===== config.mk =====
export PLATFORM = sky130hd
export DESIGN_NAME = perf_counter_snapshot
export DESIGN_NICKNAME = d
export VERILOG_FILES = /design/src/rtl/perf_counter_snapshot.sv
export SDC_FILE = /design/constraint.sdc
export NUM_CORES = 2
export LEC_CHECK = 0
export CORE_UTILIZATION = 36
export DETAILED_ROUTE_END_ITERATION = 7
export GPL_TIMING_DRIVEN = 0
export SYNTH_ARGS = -nofsm -noshare
export SYNTH_HDL_FRONTEND = slang
export SYNTH_SLANG_ARGS = --single-unit

===== constraint.sdc =====
create_clock -name clk -period 2.8 [get_ports clk]
set_clock_uncertainty 0.2 [all_clocks]
set_input_delay 0.56 -clock clk [delete_from_list [all_inputs] [get_ports clk]]
set_output_delay 0.56 -clock clk [all_outputs]
set_load 0.1 [all_outputs]

===== src/rtl/perf_counter_snapshot.sv =====
// ---------------------------------------------------------------------------
// perf_counter_snapshot
//
// Avalon-MM performance counter with NUM_SECTIONS independent sections. Each
// section owns a TIME_W-bit cycle counter and an EVENT_W-bit event counter.
// Reading a section's low time word also captures the upper time bits into
// a snapshot register, so software gets a coherent 64-bit value from two reads.
//
// Register map, section s (word addresses):
//   4s+0  write: stop s (bit0=1 on section 0 = global reset)   read: time[31:0]
//   4s+1  write: go s                                          read: snapshot hi
//   4s+2  write: clear s                                       read: event count
//   4s+3  write: ack overflow (bit0 tovf, bit1 eovf)           read: status
//   status = {29'b0, eovf, tovf, run}
//
// Ports:
//   clk           single clock
//   reset_n       asynchronous active-low reset
//   address       word address (5 bits)
//   begintransfer first cycle of an Avalon transfer
//   read, write   transfer requests (qualified by begintransfer)
//   writedata     write data
//   event_in      per-section event pulses (used when EVENT_MODE = 1)
//   readdata      registered read data, latency 1
// ---------------------------------------------------------------------------
module perf_counter_snapshot #(
    parameter int NUM_SECTIONS = 8,
    parameter int TIME_W       = 64,
    parameter int EVENT_W      = 32,
    parameter int EVENT_MODE   = 0
) (
    input  logic                    clk,
    input  logic                    reset_n,
    input  logic [4:0]              address,
    input  logic                    begintransfer,
    input  logic                    read,
    input  logic                    write,
    input  logic [31:0]             writedata,
    input  logic [NUM_SECTIONS-1:0] event_in,
    output logic [31:0]             readdata
);

    // Bus strobes: only the first cycle of a transfer acts.
    logic       w_wr;
    logic       w_rd;
    logic [2:0] w_sec;
    logic [1:0] w_off;

    assign w_wr  = write & begintransfer;
    assign w_rd  = read & begintransfer;
    assign w_sec = address[4:2];
    assign w_off = address[1:0];

    // Section 0 doubles as the global control section.
    logic                    w_stop0;
    logic                    w_go0;
    logic                    w_global_reset;
    logic                    w_global_enable;
    logic [NUM_SECTIONS-1:0] w_run_vec;

    assign w_stop0         = w_wr & (address == 5'd0);
    assign w_go0           = w_wr & (address == 5'd1);
    assign w_global_reset  = w_stop0 & writedata[0];
    assign w_global_enable = w_run_vec[0] | w_go0;

    // Upper writedata bits carry no meaning in any register.
    logic w_unused_ok;
    assign w_unused_ok = &{1'b0, writedata[31:2]};

    // Per-section read words, selected into readdata below.
    logic [31:0] w_word [NUM_SECTIONS];

    genvar gi;
    generate
        for (gi = 0; gi < NUM_SECTIONS; gi++) begin : g_sec
            logic               r_run;
            logic [TIME_W-1:0]  r_time;
            logic [EVENT_W-1:0] r_event;
            logic               r_tovf;
            logic               r_eovf;
            logic [31:0]        r_snap_hi;

            logic w_sel;
            logic w_stop;
            logic w_go;
            logic w_clr;
            logic w_ack;
            logic w_snap;
            logic w_clear;
            logic w_time_inc;
            logic w_time_wrap;
            logic w_evt_src;
            logic w_evt_inc;
            logic w_evt_wrap;
            logic [31:0] w_word_sel;

            // Addresses beyond the last section never match any w_sec,
            // so those writes are dropped and reads fall to zero.
            assign w_sel  = (w_sec == 3'(gi));
            assign w_stop = w_wr & w_sel & (w_off == 2'd0);
            assign w_go   = w_wr & w_sel & (w_off == 2'd1);
            assign w_clr  = w_wr & w_sel & (w_off == 2'd2);
            assign w_ack  = w_wr & w_sel & (w_off == 2'd3);
            assign w_snap = w_rd & w_sel & (w_off == 2'd0);

            assign w_clear     = w_global_reset | w_clr;
            assign w_time_inc  = r_run & w_global_enable;
            assign w_time_wrap = w_time_inc & (&r_time);

            // Legacy mode counts go writes; mode 1 counts external pulses
            // that arrive while the section is running.
            assign w_evt_src  = (EVENT_MODE == 1) ? (event_in[gi] & r_run) : w_go;
            assign w_evt_inc  = w_evt_src & w_global_enable;
            assign w_evt_wrap = w_evt_inc & (&r_event);

            always_ff @(posedge clk or negedge reset_n) begin
                if (!reset_n) begin
                    r_run     <= 1'b0;
                    r_time    <= '0;
                    r_event   <= '0;
                    r_tovf    <= 1'b0;
                    r_eovf    <= 1'b0;
                    r_snap_hi <= '0;
                end else begin
                    // Run flag: global reset beats go.
                    if (w_global_reset || w_stop) begin
                        r_run <= 1'b0;
                    end else if (w_go) begin
                        r_run <= 1'b1;
                    end

                    if (w_clear) begin
                        r_time <= '0;
                    end else if (w_time_inc) begin
                        r_time <= r_time + 1'b1;
                    end

                    if (w_clear) begin
                        r_event <= '0;
                    end else if (w_evt_inc) begin
                        r_event <= r_event + 1'b1;
                    end

                    // A wrap in the ack cycle keeps the flag set, so an
                    // overflow is never lost to a racing acknowledge.
                    if (w_clear) begin
                        r_tovf <= 1'b0;
                    end else if (w_time_wrap) begin
                        r_tovf <= 1'b1;
                    end else if (w_ack && writedata[0]) begin
                        r_tovf <= 1'b0;
                    end

                    if (w_clear) begin
                        r_eovf <= 1'b0;
                    end else if (w_evt_wrap) begin
                        r_eovf <= 1'b1;
                    end else if (w_ack && writedata[1]) begin
                        r_eovf <= 1'b0;
                    end

                    // Capture the high bits of the same counter value whose
                    // low word is being returned in this cycle.
                    if (w_clear) begin
                        r_snap_hi <= '0;
                    end else if (w_snap) begin
                        r_snap_hi <= 32'(r_time[TIME_W-1:32]);
                    end
                end
            end

            always_comb begin
                w_word_sel = '0;
                case (w_off)
                    2'd0:    w_word_sel = r_time[31:0];
                    2'd1:    w_word_sel = r_snap_hi;
                    2'd2:    w_word_sel = 32'(r_event);
                    default: w_word_sel = {29'b0, r_eovf, r_tovf, r_run};
                endcase
            end

            assign w_word[gi]    = w_word_sel;
            assign w_run_vec[gi] = r_run;
        end
    endgenerate

    // Read mux: out-of-range addresses select nothing and return zero.
    logic [31:0] w_readdata_next;
    logic [31:0] r_readdata;

    always_comb begin
        w_readdata_next = '0;
        for (int s = 0; s < NUM_SECTIONS; s++) begin
            if (w_sec == 3'(s)) begin
                w_readdata_next = w_word[s];
            end
        end
    end

    always_ff @(posedge clk or negedge reset_n) begin
        if (!reset_n) begin
            r_readdata <= '0;
        end else begin
            r_readdata <= w_readdata_next;
        end
    end

    assign readdata = r_readdata;

endmodule


==> flow_metrics.env <==
export IMPL_status="finished with violations"
export IMPL_ant_nets=0
export IMPL_port_buffers=42
export IMPL_grt_pass1_vias=50200
export IMPL_ys_flop_type="dfrtp_1"
export IMPL_crit_top_cell="clkbuf_8"
export IMPL_violations="negative hold slack, negative setup slack"
export IMPL_total_power_mw=38.5
export IMPL_critPathKind="input pin to flip-flop"
export IMPL_worstMarginPinSlew_ns=1.01
export IMPL_cpPeakStageDelay_ns=0.45
export IMPL_hold_viol=120
export IMPL_tns_ns=-1.85
export IMPL_gr_total_overflow=0
export IMPL_rsz0062_at_grt="yes"
export IMPL_place_ws_ns=-3.74
export IMPL_fin_area_sq_mm=0.0699
export IMPL_synth_fp_nets=6643
export IMPL_yosysSeqAreaShare_pct=46.5
export IMPL_gp_congestion=1.06
export IMPL_cp_max_fo=10
export IMPL_clockBufferDepth=3
export IMPL_cp_end_kind="flip-flop"
export IMPL_numCtsBuffers=121
export IMPL_async_flop_share_pct=100
export IMPL_crit_reg2reg_launch="g_sec[2].r_time[5]"
export IMPL_setup_viol=33
export IMPL_yosys_top_cells_area="dfrtp_1, nand2_1, nor2_1, a21oi_1, xor2_1"
export IMPL_timing_fmax_mhz=341
export IMPL_n_fill_cell=15700
export IMPL_synth_edff_count=0
export IMPL_detail_route_vias_per_cell=5.77
export IMPL_cts_root_buf="clkbuf_16"
export IMPL_finalCriticalPeriod_ns=2.94
export IMPL_htreeDepth=3
export IMPL_grt_max_degree=179
export IMPL_p_per_area_mw_per_mm2=551
export IMPL_p_leak_nw=29.0
export IMPL_maxSlewViolCount=0
export IMPL_dieWidth_um=404
export IMPL_grt_pass1_wl_um=322000
export IMPL_hp_class="input pin to async pin"
export IMPL_critical_path_arrival_ns=3.34
export IMPL_cts_tree="built"
export IMPL_multi_input_area_sq_mm=0.0321
export IMPL_final_cell_mix="dfrtp_1, nand2_1, nor2_1"
export IMPL_die_area_sq_mm=0.163
export IMPL_synth_seq_cells=1080
export IMPL_first_pass_iters=6
export IMPL_maxCapViolCount=0
export IMPL_synth_cell_types=74
export IMPL_synth_top_area_cell="dfrtp_1"
export IMPL_placed_area_sq_mm=0.0618
export IMPL_yosys_warnings=0
export IMPL_drtIter0Drc=5751
export IMPL_final_common_cell="dfrtp_1"
export IMPL_cts_sink_count=1080
export IMPL_dieHeight_um=404
export IMPL_finalNetCount=6897
export IMPL_crit_required_ns=3.20
export IMPL_syn2layout_area_growth_pct=20.1
export IMPL_grt_use_total_pct=25.9
export IMPL_finalCritPeriodShare_pct=105
export IMPL_hpwl_um=158000
export IMPL_slowest_stage="o31ai_4"
export IMPL_regArea_sq_mm=0.0270
export IMPL_max_vdd_ir_drop_v=0.000522
export IMPL_crit_family="buffers and inverters"
export IMPL_pin_count=82
export IMPL_cp_cell_sequence="clkdlybuf4s15_2 -> clkbuf_8 -> clkbuf_16 -> clkbuf_8 -> buf_6 -> mux2i_1 -> nor2_1 -> a21oi_1 -> a221oi_2 -> o31ai_4 -> o221ai_2"
export IMPL_core_area_sq_mm=0.160
export IMPL_hold_ws_ns=-0.468
export IMPL_cp_num_buf_inv=5
export IMPL_drt_wl_total_um=216000
export IMPL_synth_area_sq_mm=0.0581
export IMPL_initial_core_util_pct=36.3
export IMPL_drt_drc_violations_left=0
export IMPL_avgSynthCellArea_sq_um=8.84
export IMPL_synthesis_instances=6577
export IMPL_yosys_area_top_type_share_pct=46.5
export IMPL_drive_gt1_share_pct=14.2
export IMPL_fin_ws_ns=-0.136
export IMPL_finalNonFillerCells=9092
export IMPL_place_inst=8787
export IMPL_clkLatencyLatePin_ns=0.79
export IMPL_critPathLaunchType="input pin"
export IMPL_routed_via_count=52500
export IMPL_avgRoutedWirePerCell_um=23.8
export IMPL_rows=147
export IMPL_setup_worst_path_start="address[0]"
export IMPL_antenna_found_initial=7
export IMPL_relSlewSlack_pct=32.8
export IMPL_path_clk_slew_ns=0.06
metrics by stage:
| stage | hold WS (ns) | util [%] |
|---|---|---|
| after floorplan | 0.0644 | - |
| after global placement | 0.274 | 38.4 |
| after detailed placement | 0.288 | 38.5 |
| after CTS | -0.479 | 42.9 |
| after global routing | -0.436 | 43.6 |
| final | -0.468 | 43.6 |
per-layer routing:
layer	vias up	global-route usage, %	wire (um)
li1	23800	-	-
met1	26100	35.2	91000
met2	2092	39.9	96200
met3	505	5.34	18000
met4	8	11.1	10700
met5	-	0	54
area by class of cell:
class                           count  area share [%]
Multi-Input combinational cell   5027            45.9
Sequential cell                  1080            38.7
Clock buffer                      169            5.00
Tap cell                         2160            3.87
Buffer                            378            3.16
Timing Repair Buffer              154            2.04
Clock inverter                     53           0.944
Inverter                           69           0.371
Antenna cell                        2         0.00716
sequential cells by signal, indices dropped and copies added (netlist names):
| name | count |
|---|---|
| g_sec.r_eovf | 8 |
| g_sec.r_event | 256 |
| g_sec.r_run | 8 |
| g_sec.r_snap_hi | 256 |
| g_sec.r_time | 512 |
| g_sec.r_tovf | 8 |
| readdata | 32 |
worst reg2reg max path: cells and delay by family (launching register included):
kind	cells	cell delay [ns]
simple gates	5	1.50
flops	1	0.43
buf+inv	2	0.44
compound gates	1	0.15
cell families after synthesis:
kind of cell | Yosys count | share of synthesized area (%)
compound gates | 1205 | 12.1
mux | 231 | 4.48
simple gates | 2994 | 24.7
buf+inv | 470 | 3.11
fa+ha+maj | 17 | 0.362
xor+xnor | 580 | 8.74
flops | 1080 | 46.5
synth_stat cells (19+ instances only):
cell type / number
dfrtp_1: 1080
nand2_1: 892
nor2_1: 831
a21oi_1: 607
clkbuf_1: 324
xor2_1: 320
nand4_1: 277
nand3_1: 268
xnor2_1: 260
o21ai_0: 254
mux2i_1: 197
or3_1: 145
and3_1: 128
nor3_1: 110
nor4_1: 108
and4_1: 75
o22ai_1: 73
inv_1: 69
buf_1: 54
and2_1: 49
a221oi_1: 48
o2bb2ai_1: 36
o31ai_1: 31
mux4_2: 22
a211oi_1: 21
buf_2: 20
a22oi_1: 19
nor4b_1: 19
o221ai_1: 19
or4_1: 19
path summary, 6_finish.rpt:
path	endpoint	slack, ns	cells past startpoint
min reg2reg	g_sec[5].r_event[31]	0.31	1
min	g_sec[7].r_time[53]	-0.47	1
max in group asynchronous	g_sec[1].r_event[9]	0.62	4
max reg2reg	g_sec[2].r_time[55]	0.01	8
min in group clk	g_sec[1].r_event[3]	0.28	4
max	readdata[12]	-0.14	11
where the power goes:
group / internal, mW / switching (mW) / leakage (nW)
clock network: 9.86 / 6.98 / 2.05
logic: 1.45 / 2.95 / 12.1
registers: 16.3 / 0.953 / 14.8
what timing repair did:
item,in CTS,in global routing
resized for setup,646,222
hold endpoints to repair,117,117
gates cloned,0,2
pin swaps,61,54
setup endpoints to repair,1112,517
buffers inserted,63,39
Note: power is estimated with default switching activity, not from simulation.
